### config.mk
export PLATFORM = sky130hd
export DESIGN_NAME = snake_mover
export DESIGN_NICKNAME = d
export VERILOG_FILES = /design/src/rtl/snake_mover.sv
export SDC_FILE = /design/constraint.sdc
export NUM_CORES = 1
export LEC_CHECK = 0
export ABC_CLOCK_PERIOD_IN_PS = 6200
export BUFFER_PORTS_ARGS = -buffer_cell sky130_fd_sc_hd__buf_2
export CAP_MARGIN = 40
export CELL_PAD_IN_SITES_DETAIL_PLACEMENT = 1
export CELL_PAD_IN_SITES_GLOBAL_PLACEMENT = 1
export CORE_AREA = 2 2 234 179
export DETAILED_ROUTE_END_ITERATION = 8
export DIE_AREA = 0 0 236 181
export PLACE_DENSITY_LB_ADDON = 0.2
export SYNTH_ARGS = -nofsm -noshare
export SYNTH_HDL_FRONTEND = slang
export SYNTH_SLANG_ARGS = --single-unit
### constraint.sdc
create_clock -name CLOCK_50 -period 6.2 [get_ports CLOCK_50]
set_input_delay 0.62 -clock CLOCK_50 [delete_from_list [all_inputs] [get_ports CLOCK_50]]
set_output_delay 0.62 -clock CLOCK_50 [all_outputs]
set_load 0.01 [all_outputs]
### src/rtl/snake_mover.sv
// Grid snake: a step timer advances the head one cell in the current direction and shifts the body behind it.
// The snake grows on food, and game_over latches on a wall or self collision and freezes all state until reset.
module snake_mover #(
  parameter int STEP_CYCLES = 2500000,
  parameter int MAX_LEN     = 16,
  parameter int CELL        = 10
) (
  input  logic       CLOCK_50,
  input  logic       reset,
  input  logic [1:0] dir_in,
  input  logic       dir_valid,
  input  logic [9:0] foodX,
  input  logic [8:0] foodY,
  input  logic [3:0] seg_sel,
  output logic [9:0] snakeX,
  output logic [8:0] snakeY,
  output logic [9:0] segX,
  output logic [8:0] segY,
  output logic [4:0] length,
  output logic       ate,
  output logic       game_over
);

  localparam int CNT_W = (STEP_CYCLES > 1) ? $clog2(STEP_CYCLES) : 1;
  localparam int IDX_W = (MAX_LEN > 1) ? $clog2(MAX_LEN) : 1;
  localparam logic [CNT_W-1:0] TICK_COUNT = CNT_W'(STEP_CYCLES - 1);

  localparam logic [1:0] DIR_RIGHT = 2'b00;
  localparam logic [1:0] DIR_LEFT  = 2'b01;
  localparam logic [1:0] DIR_UP    = 2'b10;
  localparam logic [1:0] DIR_DOWN  = 2'b11;

  logic [CNT_W-1:0]   cnt_reg;
  logic [1:0]         cur_dir_reg;
  logic [1:0]         pend_dir_reg;
  logic [1:0]         dir_next;
  logic [9:0]         seg_x_reg [MAX_LEN];
  logic [8:0]         seg_y_reg [MAX_LEN];
  logic [4:0]         length_reg;
  logic               moved_reg;
  logic               ate_reg;
  logic               game_over_reg;
  logic               tick;
  logic               in_range;
  logic               shift_en;
  logic               food_hit;
  logic               body_hit;
  logic [11:0]        head_x_next;
  logic [10:0]        head_y_next;
  logic [MAX_LEN-1:0] hit_vec;

  assign tick = (cnt_reg == TICK_COUNT);

  // Directions pair up as 00/01 and 10/11, so the reverse of a direction differs only in bit 0.
  assign dir_next = (pend_dir_reg == (cur_dir_reg ^ 2'b01)) ? cur_dir_reg : pend_dir_reg;

  // Computed in widened arithmetic so a step past zero shows up as a large, out-of-range value.
  always_comb begin
    head_x_next = {2'b00, seg_x_reg[0]};
    head_y_next = {2'b00, seg_y_reg[0]};
    case (dir_next)
      DIR_RIGHT: head_x_next = {2'b00, seg_x_reg[0]} + 12'(CELL);
      DIR_LEFT:  head_x_next = {2'b00, seg_x_reg[0]} - 12'(CELL);
      DIR_UP:    head_y_next = {2'b00, seg_y_reg[0]} - 11'(CELL);
      default:   head_y_next = {2'b00, seg_y_reg[0]} + 11'(CELL);
    endcase
  end

  assign in_range = (head_x_next >= 12'd10) && (head_x_next <= 12'd630) &&
                    (head_y_next >= 11'd10) && (head_y_next <= 11'd470);
  assign shift_en = tick && in_range && !game_over_reg;

  assign food_hit = (seg_x_reg[0] == foodX) && (seg_y_reg[0] == foodY);

  generate
    for (genvar gi = 0; gi < MAX_LEN; gi++) begin : g_hit
      if (gi == 0) begin : g_head
        assign hit_vec[gi] = 1'b0;
      end else begin : g_body
        assign hit_vec[gi] = (5'(gi) < length_reg) &&
                             (seg_x_reg[gi] == seg_x_reg[0]) &&
                             (seg_y_reg[gi] == seg_y_reg[0]);
      end
    end
  endgenerate

  assign body_hit = |hit_vec;

  always_ff @(posedge CLOCK_50) begin
    if (reset) begin
      cnt_reg       <= '0;
      cur_dir_reg   <= DIR_RIGHT;
      pend_dir_reg  <= DIR_RIGHT;
      length_reg    <= 5'd3;
      moved_reg     <= 1'b0;
      ate_reg       <= 1'b0;
      game_over_reg <= 1'b0;
      for (int i = 0; i < MAX_LEN; i++) begin
        seg_x_reg[i] <= 10'd0;
        seg_y_reg[i] <= 9'd0;
      end
      seg_x_reg[0] <= 10'd320;
      seg_y_reg[0] <= 9'd240;
      seg_x_reg[1] <= 10'd310;
      seg_y_reg[1] <= 9'd240;
      seg_x_reg[2] <= 10'd300;
      seg_y_reg[2] <= 9'd240;
    end else begin
      moved_reg <= shift_en;
      ate_reg   <= 1'b0;
      if (!game_over_reg) begin
        cnt_reg <= tick ? '0 : cnt_reg + 1'b1;
        if (dir_valid) begin
          pend_dir_reg <= dir_in;
        end
        if (tick) begin
          cur_dir_reg <= dir_next;
          if (in_range) begin
            seg_x_reg[0] <= head_x_next[9:0];
            seg_y_reg[0] <= head_y_next[8:0];
            for (int i = 1; i < MAX_LEN; i++) begin
              seg_x_reg[i] <= seg_x_reg[i-1];
              seg_y_reg[i] <= seg_y_reg[i-1];
            end
          end else begin
            game_over_reg <= 1'b1;
          end
        end
        // Food and self-collision are judged on the head position settled by the previous move.
        if (moved_reg) begin
          if (food_hit) begin
            ate_reg <= 1'b1;
            if (length_reg < 5'(MAX_LEN)) begin
              length_reg <= length_reg + 5'd1;
            end
          end
          if (body_hit) begin
            game_over_reg <= 1'b1;
          end
        end
      end
    end
  end

  assign snakeX    = seg_x_reg[0];
  assign snakeY    = seg_y_reg[0];
  assign length    = length_reg;
  assign ate       = ate_reg;
  assign game_over = game_over_reg;

  assign segX = ({1'b0, seg_sel} < length_reg) ? seg_x_reg[seg_sel[IDX_W-1:0]] : 10'd0;
  assign segY = ({1'b0, seg_sel} < length_reg) ? seg_y_reg[seg_sel[IDX_W-1:0]] : 9'd0;

endmodule

Yosys cells after proc, flatten, opt, wreduce, memory -nomap -nowiden
Memories as Yosys holds them, arrays and structs flattened.
Cells that the tools add are included.
{"block": "classes", "addsub": 6, "magnitude_cmp": 21, "n_eq_ne": 36, "n_mux": 57, "bitwise_logic": 41, "n_reduce_logical": 44}
{"cell": "10-bit 2-to-1 mux", "n": 20}
{"cell": "9-bit 2-to-1 mux", "n": 20}
{"cell": "10-bit equality test", "n": 16}
{"cell": "9-bit equality test", "n": 16}
{"cell": "4-bit by 5-bit < comparator with 1-bit output (first input constant)", "n": 8}
{"cell": "1-bit OR", "n": 38}
{"cell": "1-bit logical AND", "n": 36}
{"cell": "12-bit case mux with 2 select lines", "n": 1}
{"cell": "22-bit by 1-bit adder with 22-bit output (second input constant)", "n": 1}
{"cell": "22-bit equality test (second input constant)", "n": 1}
{"cell": "22-bit 2-to-1 mux", "n": 1}
{"cell": "11-bit case mux with 2 select lines", "n": 1}
{"cell": "3-bit by 5-bit < comparator with 1-bit output (first input constant)", "n": 4}
{"cell": "15-bit OR reduction", "n": 1}
{"cell": "1-bit 2-to-1 mux", "n": 13}
{"cell": "12-bit by 4-bit greater-or-equal comparator with 1-bit output (second input constant)", "n": 1}
{"cell": "12-bit by 10-bit less-or-equal comparator with 1-bit output (second input constant)", "n": 1}
{"cell": "10-bit by 4-bit adder with 11-bit output (second input constant)", "n": 1}
{"cell": "11-bit by 4-bit greater-or-equal comparator with 1-bit output (second input constant)", "n": 1}
{"cell": "11-bit by 9-bit less-or-equal comparator with 1-bit output (second input constant)", "n": 1}
{"cell": "10-bit by 4-bit subtractor with 11-bit output (second input constant)", "n": 1}
{"cell": "9-bit by 4-bit adder with 10-bit output (second input constant)", "n": 1}
{"cell": "2-bit by 5-bit < comparator with 1-bit output (first input constant)", "n": 2}
{"cell": "9-bit by 4-bit subtractor with 10-bit output (second input constant)", "n": 1}
{"cell": "15 further kinds", "n": 18}
{"block": "totals", "reg_bits": 34, "mem_bits_rw": 304, "inputBits": 28, "output_inout_bits": 45, "elab_cells": 214, "n_memories": 2}
{"memory": "seg_x_reg", "words": 16, "width": 10, "rd": 17, "rd_clocked_by_memory_dff": 0, "write_ports": 16, "line": "37", "text": "logic [9:0] seg_x_reg [MAX_LEN];"}
{"memory": "seg_y_reg", "words": 16, "width": 9, "rd": 17, "rd_clocked_by_memory_dff": 0, "write_ports": 16, "line": "38", "text": "logic [8:0] seg_y_reg [MAX_LEN];"}

Logic depth before layout (Yosys ltp)
{"block": "logic_depth", "ltp_word": 15, "depth_mapped": 15, "ltp_nobuf": 10}

Worst setup path before layout
OpenSTA, ideal clock, no wires.
{"block": "synth_timing", "path_type": "reg2reg", "start": "memory seg_y_reg[0][1]", "end": "memory seg_x_reg[0][1], enable pin", "setup_ps": 521, "arrival_time_ps": 6464, "required_time_ps": 5679, "setup_slack_ps": -784, "path_stages_with_launch": 13, "path_buffers": 3, "synth_period_minus_slack_ps": 6984, "path_cell_list": "edfxtp_1 > clkbuf_1 > buf_1 > buf_1 > inv_1 > ha_1 > xnor2_1 > and3_1 > a2111oi_0 > or4b_1 > nand4_1 > a211oi_2 > or2_2"}
{"item": "start, declared", "line": "38"}
{"item": "end, declared", "line": "37"}

==> run_results.csv <==
group,metric,value,unit
outcome,run_status,"finished, final reports clean",
placed_design,post-dp-hpwl,38700,µm
layout,filler_cell_count,4100,
floorplanning,die_height,181,µm
logic_synthesis,async_flop_share,0,
logic_synthesis,syn_area,18000,µm²
sta,setup_viol,0,
logic_synthesis,post_syn_area_per_cell,12.4,µm²
layout,final_core_util,0.493,
sta,finalCriticalPeriod,4.52,ns
power,p_leak,0.00696,µW
power,internal_power,3710,µW
clocking,tritoncts.num_buffers,35,
layout,area_delta_synth_final,10.4,%
worst_setup_path,timing.critical_path.fanout_max,37,
clocking,post_cts_resized,0,
logic_synthesis,synth_top_area_frac,0.454,
clocking,clkTransAtPathRegs,0.07,ns
detailed_routing,routedWlPerCell,27.2,µm
clocking,clock-root-buffer,"clkbuf_16",
grt,global_route.overflow_total,0,
power,power-per-cell-area,257,nW/µm²
logic_synthesis,synth-warning-count,0,
sta,final-max-slew-violation-count,0,
sta,slew-limit-headroom,0.369,
placed_design,port-buffer-count,68,
detailed_routing,remaining_drc_errors,0,
sta,final_hold_viol_count,0,
layout,sequential_cell_area,8850,µm²
floorplanning,fp.dieArea,42700,µm²
clocking,post_cts_buffers,0,
grt,pin_count_of_the_biggest_net_entering_global_routing,101,
clocking,clkLatencyLatePin,0.55,ns
run,max_cap_violations,0,
detailed_routing,via_count,12159,
worst_setup_path,timing.critical_path.slowest_cell_delay,0.94,ns
layout,diodes,0,
logic_synthesis,yosys_most_used_dff,"edfxtp_1",
floorplanning,total_i_o_pin_count,73,
logic_synthesis,synth_edf_count,272,
power,seq_power_share,0.486,
worst_setup_path,cp.required,6.40,ns
grt,global_route.usage.total,0.262,
detailed_routing,detail_route.iter0.violations,1103,
sta,timing.clock.skew,0.0256,ns
power,p_sw,1390,µW
grt,grt_pass1_vias,12271,
grt,antenna_found_initial,5,
floorplanning,fp-row-count,64,
floorplanning,floorplan.initialDensity,0.446,
layout,multi_input_comb_area,8560,µm²
layout,largest_register_ffs,144,
worst_setup_path,worst-setup-path-type,"register to register",
min_path,hp-class,"primary input to register",
detailed_routing,detail_route.first_pass.iterations,5,
sta,tns,0,ns
grt,global_route_wire_length_before_repair,82600,µm
detailed_routing,antenna_violating_nets_post_route,0,
placed_design,gp_routability_congestion,0.857,
logic_synthesis,yosysUniqueCellTypes,63,
layout,final_net_count,1518,
power,worst_ir_drop_vdd,0.000249,V
worst_setup_path,worst_ep_arrival_time,4.72,ns
layout,final_layout_size_suffix_gt1_frac,0.163,
worst_setup_path,worstPathCellList,"xnor2_1, mux2i_1, buf_4, o32ai_2, xnor2_1, o21ai_1, nand4_1, a211oi_4, or2_4, buf_4",
detailed_routing,detail_route.wirelength,55200,µm
floorplanning,floorplan.die.width,236,µm
worst_setup_path,cp_num_buf_inv,2,
sta,grt_setup_unrepaired,"false",
power,clock_power_share,0.380,
logic_synthesis,synthDominantAreaCellType,"edfxtp_1",
sta,tightestPinTransition,0.945,ns
clocking,cts_sinks,306,
worst_setup_path,slowest_stage,"dfxtp_1",
logic_synthesis,syn_inst,1452,
logic_synthesis,ys_ff_latch,306,
detailed_routing,vias_per_cell,5.98,
power,power.share.switching,0.273,
worst_setup_path,critPathCaptureType,"register",
clocking,cts_tree,"done",
worst_setup_path,critical_path.top_delay_family,"flip-flops",
clocking,post_cts_hold_buffer_count,0,
floorplanning,coreArea,40300,µm²
worst_setup_path,crit_path_start_kind,"register",
logic_synthesis,netlist_top_cells_area,"edfxtp_1 45%, mux4_2 11%, xnor2_1 8.5%",
clocking,cts_buffer_depth,3,
clocking,cts.htree.levels,2,
sta,maxClockFrequency,221,MHz
power,comb_power_share,0.134,
sta,period_share,0.729,
logic_synthesis,yosysSeqAreaShare,0.492,
==> power groups by stage <==
stage	Clock, µW	Sequential (µW)	Combinational [µW]
after global placement	0	2510	667
after floorplan	0	2470	460
after CTS	1970	2470	687
after detailed placement	0	2510	682
final	1940	2480	685
after global routing	2050	2490	728
==> layout by cell type (no fill, tap or decap), drive strengths merged, types with 6 or more instances in the layout <==
cell type / n
edfxtp: 272
xnor2: 175
and2: 146
xor2: 136
nor2b: 128
buf: 103
mux4: 85
nor2: 60
clkbuf: 44
nand4: 43
dfxtp: 34
nor4: 31
nand2: 29
a21o: 27
nand3: 25
nor3: 24
inv: 16
mux2i: 15
clkinv: 11
ha: 9
o21ai: 9
a21oi: 6
and3: 6
==> area by class of cell <==
| cell class | count | share of cell area |
|---|---|---|
| Clock buffer | 43 | 0.0464 |
| Clock inverter | 17 | 0.00473 |
| Inverter | 12 | 0.00227 |
| Multi-Input combinational cell | 1022 | 0.431 |
| Sequential cell | 306 | 0.446 |
| Tap cell | 528 | 0.0333 |
| Timing Repair Buffer | 104 | 0.0364 |
==> Yosys cell counts (8+ instances only) <==
cell / number
nor2b_1: 128
nor4_1: 31
nand2_1: 29
buf_4: 8
ha_1: 9
nand4_1: 43
clkbuf_1: 55
xor2_1: 136
a21o_1: 27
o21ai_0: 8
edfxtp_1: 272
mux4_2: 85
buf_1: 36
nand3_1: 25
dfxtp_1: 34
and2_1: 146
nor2_1: 60
buf_6: 10
xnor2_1: 175
nor3_1: 24
mux2i_1: 14
inv_1: 12
==> worst register-to-register path, cell delays in order (launching register included) <==
cell	delay [ns]
dfxtp_1	0.94
xnor2_1	0.22
mux2i_1	0.55
buf_4	0.26
o32ai_2	0.09
xnor2_1	0.16
o21ai_1	0.28
nand4_1	0.30
a211oi_4	0.31
or2_4	0.56
buf_4	0.48
==> worst paths after layout <==
path                                      start               to  slack (ns)  cells after the start
worst max-delay path            pend_dir_reg[1]  seg_y_reg[4][5]        1.68                     10
worst max register to register  pend_dir_reg[1]  seg_y_reg[4][5]        1.68                     10
worst min-delay path                  dir_in[0]  pend_dir_reg[0]        0.31                      3
worst min register to register      cnt_reg[21]      cnt_reg[21]        0.50                      2
==> kinds of logic after synthesis <==
logic type,synth area share
adder cells (fa/ha/maj),0.00626
AO/OA/AOI/OAI,0.0347
AND/OR/NAND/NOR,0.166
other,0.000209
XOR/XNOR,0.152
multiplexers,0.116
flip-flops,0.492
buffers and inverters,0.0328
==> layer usage <==
layer	vias up	wire length (µm)	GRT usage
li1	5254	-	-
met1	6417	25500	0.390
met2	419	24400	0.382
met3	67	4210	0.0623
met4	2	1140	0.0698
met5	-	12	0
==> through the flow <==
| stage | instance area [µm²] | worst slack [ns] | total power (µW) | hold WS (ns) | std cells |
|---|---|---|---|---|---|
| 5_1_grt | 19900 | 1.32 | 5270 | 0.319 | 2032 |
| 3_5_place_dp | 18800 | 1.71 | 3200 | 0.494 | 1971 |
| 6_report | 19900 | 1.68 | 5100 | 0.313 | 2032 |
| 4_1_cts | 19800 | 1.68 | 5130 | 0.304 | 2031 |
| 2_1_floorplan | 18000 | 0.576 | 2930 | 0.471 | 1455 |
| 3_3_place_gp | 18800 | 1.45 | 3180 | 0.486 | 1967 |
Power figures use the tool's default switching activity.
